### src/rtl/led_code_sequencer.sv
// Shares one LED between several requesters by playing per-requester blink codes
// (k pulses then a pause), granted round-robin with one code completing before the next.
module led_code_sequencer #(
  parameter int N_REQ     = 4,
  parameter int CODE_W    = 4,
  parameter int PULSE_CYC = 2_000_000,
  parameter int GAP_CYC   = 2_000_000,
  parameter int PAUSE_CYC = 8_000_000
) (
  input  logic                      CLK,
  input  logic                      RST,
  input  logic [N_REQ-1:0]          req,
  input  logic [N_REQ*CODE_W-1:0]   code,
  output logic [N_REQ-1:0]          grant,
  output logic                      busy,
  output logic                      done,
  output logic                      LED
);

  localparam int MAX_AB  = (PULSE_CYC > GAP_CYC) ? PULSE_CYC : GAP_CYC;
  localparam int MAX_CYC = (MAX_AB > PAUSE_CYC) ? MAX_AB : PAUSE_CYC;
  localparam int TMR_W   = $clog2(MAX_CYC + 1);
  localparam int IDX_W   = (N_REQ > 1) ? $clog2(N_REQ) : 1;

  localparam logic [TMR_W-1:0] PULSE_LD = TMR_W'(PULSE_CYC - 1);
  localparam logic [TMR_W-1:0] GAP_LD   = TMR_W'(GAP_CYC - 1);
  localparam logic [TMR_W-1:0] PAUSE_LD = TMR_W'(PAUSE_CYC - 1);
  localparam logic [IDX_W-1:0] LAST_IDX = IDX_W'(N_REQ - 1);
  localparam logic [IDX_W:0]   N_WIDE   = (IDX_W + 1)'(N_REQ);

  typedef enum logic [1:0] {IDLE, ON, OFF, PAUSE} state_t;

  state_t              state_q, state_d;
  logic [TMR_W-1:0]    timer_q, timer_d;
  logic [CODE_W-1:0]   left_q, left_d;
  logic [IDX_W-1:0]    cur_q, cur_d;
  logic [IDX_W-1:0]    rr_q, rr_d;
  logic                led_q, led_d;
  logic                busy_q, busy_d;
  logic                done_q, done_d;
  logic [N_REQ-1:0]    grant_q, grant_d;

  logic [CODE_W-1:0]   code_f [N_REQ];
  logic [N_REQ-1:0]    elig;
  logic                pick_found;
  logic [IDX_W-1:0]    pick_idx;

  for (genvar gi = 0; gi < N_REQ; gi++) begin : g_elig
    assign code_f[gi] = code[gi*CODE_W +: CODE_W];
    assign elig[gi]   = req[gi] && (code_f[gi] != '0);
  end

  // Scan downward so the last hit is the nearest eligible requester at or after rr_q.
  always_comb begin
    logic [IDX_W:0] slot;
    pick_found = 1'b0;
    pick_idx   = '0;
    slot       = '0;
    for (int j = N_REQ - 1; j >= 0; j--) begin
      slot = {1'b0, rr_q} + (IDX_W + 1)'(j);
      if (slot >= N_WIDE) begin
        slot = slot - N_WIDE;
      end
      if (elig[slot[IDX_W-1:0]]) begin
        pick_found = 1'b1;
        pick_idx   = slot[IDX_W-1:0];
      end
    end
  end

  always_ff @(posedge CLK) begin
    if (RST) begin
      state_q <= IDLE;
      timer_q <= '0;
      left_q  <= '0;
      cur_q   <= '0;
      rr_q    <= '0;
      led_q   <= 1'b0;
      busy_q  <= 1'b0;
      done_q  <= 1'b0;
      grant_q <= '0;
    end else begin
      state_q <= state_d;
      timer_q <= timer_d;
      left_q  <= left_d;
      cur_q   <= cur_d;
      rr_q    <= rr_d;
      led_q   <= led_d;
      busy_q  <= busy_d;
      done_q  <= done_d;
      grant_q <= grant_d;
    end
  end

  // Timer holds cycles remaining minus one; a phase ends on the cycle it reads zero.
  always_comb begin
    state_d = state_q;
    timer_d = timer_q;
    left_d  = left_q;
    cur_d   = cur_q;
    rr_d    = rr_q;
    case (state_q)
      IDLE: begin
        if (pick_found) begin
          state_d = ON;
          timer_d = PULSE_LD;
          left_d  = code_f[pick_idx];
          cur_d   = pick_idx;
        end
      end
      ON: begin
        if (timer_q == '0) begin
          if (left_q > CODE_W'(1)) begin
            state_d = OFF;
            timer_d = GAP_LD;
            left_d  = left_q - CODE_W'(1);
          end else begin
            state_d = PAUSE;
            timer_d = PAUSE_LD;
          end
        end else begin
          timer_d = timer_q - TMR_W'(1);
        end
      end
      OFF: begin
        if (timer_q == '0) begin
          state_d = ON;
          timer_d = PULSE_LD;
        end else begin
          timer_d = timer_q - TMR_W'(1);
        end
      end
      PAUSE: begin
        if (timer_q == '0) begin
          state_d = IDLE;
          rr_d    = (cur_q == LAST_IDX) ? '0 : cur_q + IDX_W'(1);
        end else begin
          timer_d = timer_q - TMR_W'(1);
        end
      end
      default: state_d = IDLE;
    endcase
  end

  // Outputs are decoded from the next state and registered, so pins never glitch.
  always_comb begin
    led_d   = (state_d == ON);
    busy_d  = (state_d != IDLE);
    done_d  = (state_q == PAUSE) && (state_d == IDLE);
    grant_d = '0;
    if (busy_d) begin
      grant_d[cur_d] = 1'b1;
    end
  end

  assign LED   = led_q;
  assign busy  = busy_q;
  assign done  = done_q;
  assign grant = grant_q;

endmodule

### config.mk
export PLATFORM = sky130hd
export DESIGN_NAME = led_code_sequencer
export DESIGN_NICKNAME = d
export VERILOG_FILES = /design/src/rtl/led_code_sequencer.sv
export SDC_FILE = /design/constraint.sdc
export NUM_CORES = 1
export LEC_CHECK = 0
export ABC_AREA = 1
export CAP_MARGIN = 20
export CORE_ASPECT_RATIO = 0.7
export CORE_MARGIN = 4
export CORE_UTILIZATION = 59
export CTS_BUF_LIST = sky130_fd_sc_hd__clkbuf_2 sky130_fd_sc_hd__clkbuf_4 sky130_fd_sc_hd__clkbuf_8
export CTS_CLUSTER_SIZE = 20
export DETAILED_ROUTE_END_ITERATION = 10
export PLACE_DENSITY = 0.86
export SLEW_MARGIN = 20
export SYNTH_ARGS = -nofsm -noshare
export SYNTH_HDL_FRONTEND = slang
export SYNTH_SLANG_ARGS = --single-unit
### constraint.sdc
create_clock -name CLK -period 2.3 [get_ports CLK]
set_input_delay 0.575 -clock CLK [delete_from_list [all_inputs] [get_ports CLK]]
set_output_delay 0.575 -clock CLK [all_outputs]
set_load 0.02 [all_outputs]
==> results.yml <==
status:
  outcome: "finished clean"
clock_network:
  ctsHoldBuffers: 0
  clock_latency_ps: 290
  cts_buffer_depth: 2
  cts_tree: "built"
  cts_num_sinks: 40
  root_buffer: "clkbuf_8"
  htreeDepth: 2
  cts.reportedPaths.clkPinSlew_ps: 80
  numCtsBuffers: 5
route:
  detail_route.vias_per_cell: 5.619
  drt-total-wl_um: 7009
  dr.pass1.iters: 5
  via_count: 2731
  ant_nets: 0
  first_iter_violations: 258
  drc_errors: 0
  detail_route.wl_per_cell_um: 14.42
place:
  placed_cells: 477
  dp_worst_setup_slack_ps: -327.3
  port_buffers: 28
  place_hpwl_um: 5308
  gp_congestion: 0.8799
worst_setup_path:
  crit_slowest_cell: "clkdlybuf4s50_1"
  required_ps: 2480
  worstPathArrival_ps: 2410
  critical_path_class: "in -> reg"
  crit_chain: "clkdlybuf4s50_1, nor2_1, nand2_1, nand3_1, nand3_1, nand2_1, nand2_4, nand2_2, nand2_4, nand2_8, inv_6, nor2_4, a21oi_4, nor2_4, nand2_2, nor2_1"
  endpoint_kind: "register"
  worstRegToRegCells: 11
  crit_fanout: 9
  slowest_delay_ps: 480
  startpoint_type: "input port"
synth:
  yosys.area_share.simple_pct: 40.69
  ys_top_cells_by_area: "dfxtp_1 (30%), nand2_1 (9.1%), nor2_1 (6.2%), nand3_1 (5.5%), inv_1 (5.3%)"
  yosys.cell_types.count: 51
  synthCells: 373
  netlist.area_leader.share_pct: 29.56
  yosysSeqAreaShare_pct: 29.56
  synth_compound_area_share_pct: 13.44
  yosys.area.top_type: "dfxtp_1"
  syn_area_mm2: 0.002709
  synthTopCellsByCount: "nand2_1 (66), nor2_1 (45), dfxtp_1 (40)"
  avgSynthCellArea_um2: 7.262
  synth_edf_count: 0
  synth-adder-area-share_pct: 2.309
  synth.most_common_cell: "nand2_1"
  synth_xor_area_share_pct: 4.157
  synth_top_family_by_area: "simple AND/OR/NAND/NOR gates"
  synth_flop_cell: "dfxtp_1"
  async_flop_share_pct: 0
  synth_seq_cells: 40
  synth_nets: 400
  synthMuxAreaShare_pct: 0
  yosysWarnings: 0
flow_run:
  drv_cap: 0
floorplan:
  die_h_um: 64.69
  die_area_mm2: 0.005756
  ios: 29
  start_util_pct: 61.86
  core_mm2: 0.004379
  rows: 20
  die_w_um: 88.99
sta:
  max_freq_mhz: 449.5
  setup_slack_ps: 75.34
  slew_headroom_pct: 65.90
  period_minus_slack_ps: 2225
  rsz0062_at_grt: "false"
  setup_viol: 0
  finalCritPeriodShare_pct: 96.72
  fin_setup_tns_ps: 0
  report.final.slew_viol_count: 0
  hold_violations: 0
  clock_skew_ps: 5.760
  worst_pin_slew_ps: 510.7
min_path:
  holdPathStages: 2
  hold_class: "reg -> reg"
power_and_ir_drop:
  vdd_ir_drop_max_mv: 0.5205
  power_density_mw_per_mm2: 559.4
  p_leak_nw: 1.505
global_routing:
  grt_usage_pct: 25.34
  antenna_found_initial: 0
  overflow: 0
  grt_max_degree: 17
  grt_pass1_vias: 2437
  grt_first_pass_wirelength_um: 11450
cells_and_area:
  fin_cells: 486
  post-route-util_pct: 76.46
  nNetsFinal: 457
  syn2layout_area_growth_pct: 23.60
  diodes: 0
  fillers: 315
  layout-drive-gt1-share_pct: 23.67
## critical path, delay by kind of cell
family | cells | cell delay [ps]
simple gates | 13 | 1120
compound gates | 1 | 170
buf+inv | 2 | 560
## where the power goes
part	leakage [nW]	switching, W	internal (W)	total (W)
clock	0.0541	0.000258	0.000321	0.000580
sequential	0.330	0.0000433	0.000742	0.000786
combinational	1.12	0.000296	0.000212	0.000508
## registers in the layout (all words and copies together), names as in the netlist, 2 cells and up
| name | count |
|---|---|
| cur_q | 2 |
| grant | 4 |
| left_q | 4 |
| rr_q | 2 |
| state_q | 2 |
| timer_q | 23 |
## logic make-up (layout without fill, tap and decap cells)
group | Yosys count | in the layout
AOI/OAI and AO/OA | 59 | 59
xor gates and xnor gates | 12 | 12
adders and majority gates | 5 | 5
buffers and inverters | 57 | 115
DFF | 40 | 40
and+or+nand+nor | 200 | 200
## stage by stage
step                hold WS [ps]  total power (W)  instance area [um^2]
finish                     525.4         0.001873                  3348
global placement           486.7         0.001272                  3207
floorplan                  467.7         0.001118                  2709
global route               539.8         0.001972                  3348
detailed placement         491.9         0.001291                  3207
CTS                        520.4         0.001862                  3324
## repair_timing
| item | CTS | global route |
|---|---|---|
| gates resized for setup | 2 | 5 |
| pin swaps | 0 | 4 |
| endpoints found under the setup margin | 1 | 16 |
| setup buffers | 0 | 1 |
## cells in the final DEF, fill, tap and decap left out, types with 6 or more instances in the layout
| master | count |
|---|---|
| inv_2 | 8 |
| clkdlybuf4s50_1 | 28 |
| buf_4 | 28 |
| a21oi_1 | 21 |
| nand3_2 | 8 |
| nor2_1 | 45 |
| nand2_2 | 12 |
| dfxtp_1 | 40 |
| o21ai_1 | 7 |
| nor3_1 | 7 |
| nand3_1 | 29 |
| inv_1 | 38 |
| o21ai_0 | 14 |
| nand2_4 | 6 |
| xor2_1 | 7 |
| nand2_1 | 63 |
## final cells by class
| cell class | instances | area, um^2 | area share (%) |
|---|---|---|---|
| clock buffers | 5 | 68.82 | 2.055 |
| clock inverters | 3 | 42.54 | 1.271 |
| inverters | 51 | 214.0 | 6.390 |
| multi-input cells | 276 | 1663 | 49.66 |
| flip-flops and latches | 40 | 800.8 | 23.92 |
| well taps | 55 | 68.82 | 2.055 |
| repair buffers | 56 | 490.5 | 14.65 |
## per-layer routing
metal | wire [um] | GRT usage, %
met4 | 110 | 3.903
met2 | 3069 | 38.89
met3 | 466 | 4.828
met5 | 0 | 0
met1 | 3363 | 37.46
## path summary, 6_finish.rpt
path / from / end / slack, ps
max: code[6] / grant[1] / 80
min: timer_q[21] / timer_q[21] / 530
max reg2reg: timer_q[0] / timer_q[22] / 220
min reg2reg: timer_q[21] / timer_q[21] / 530
Note: power is estimated with default switching activity, not from simulation.
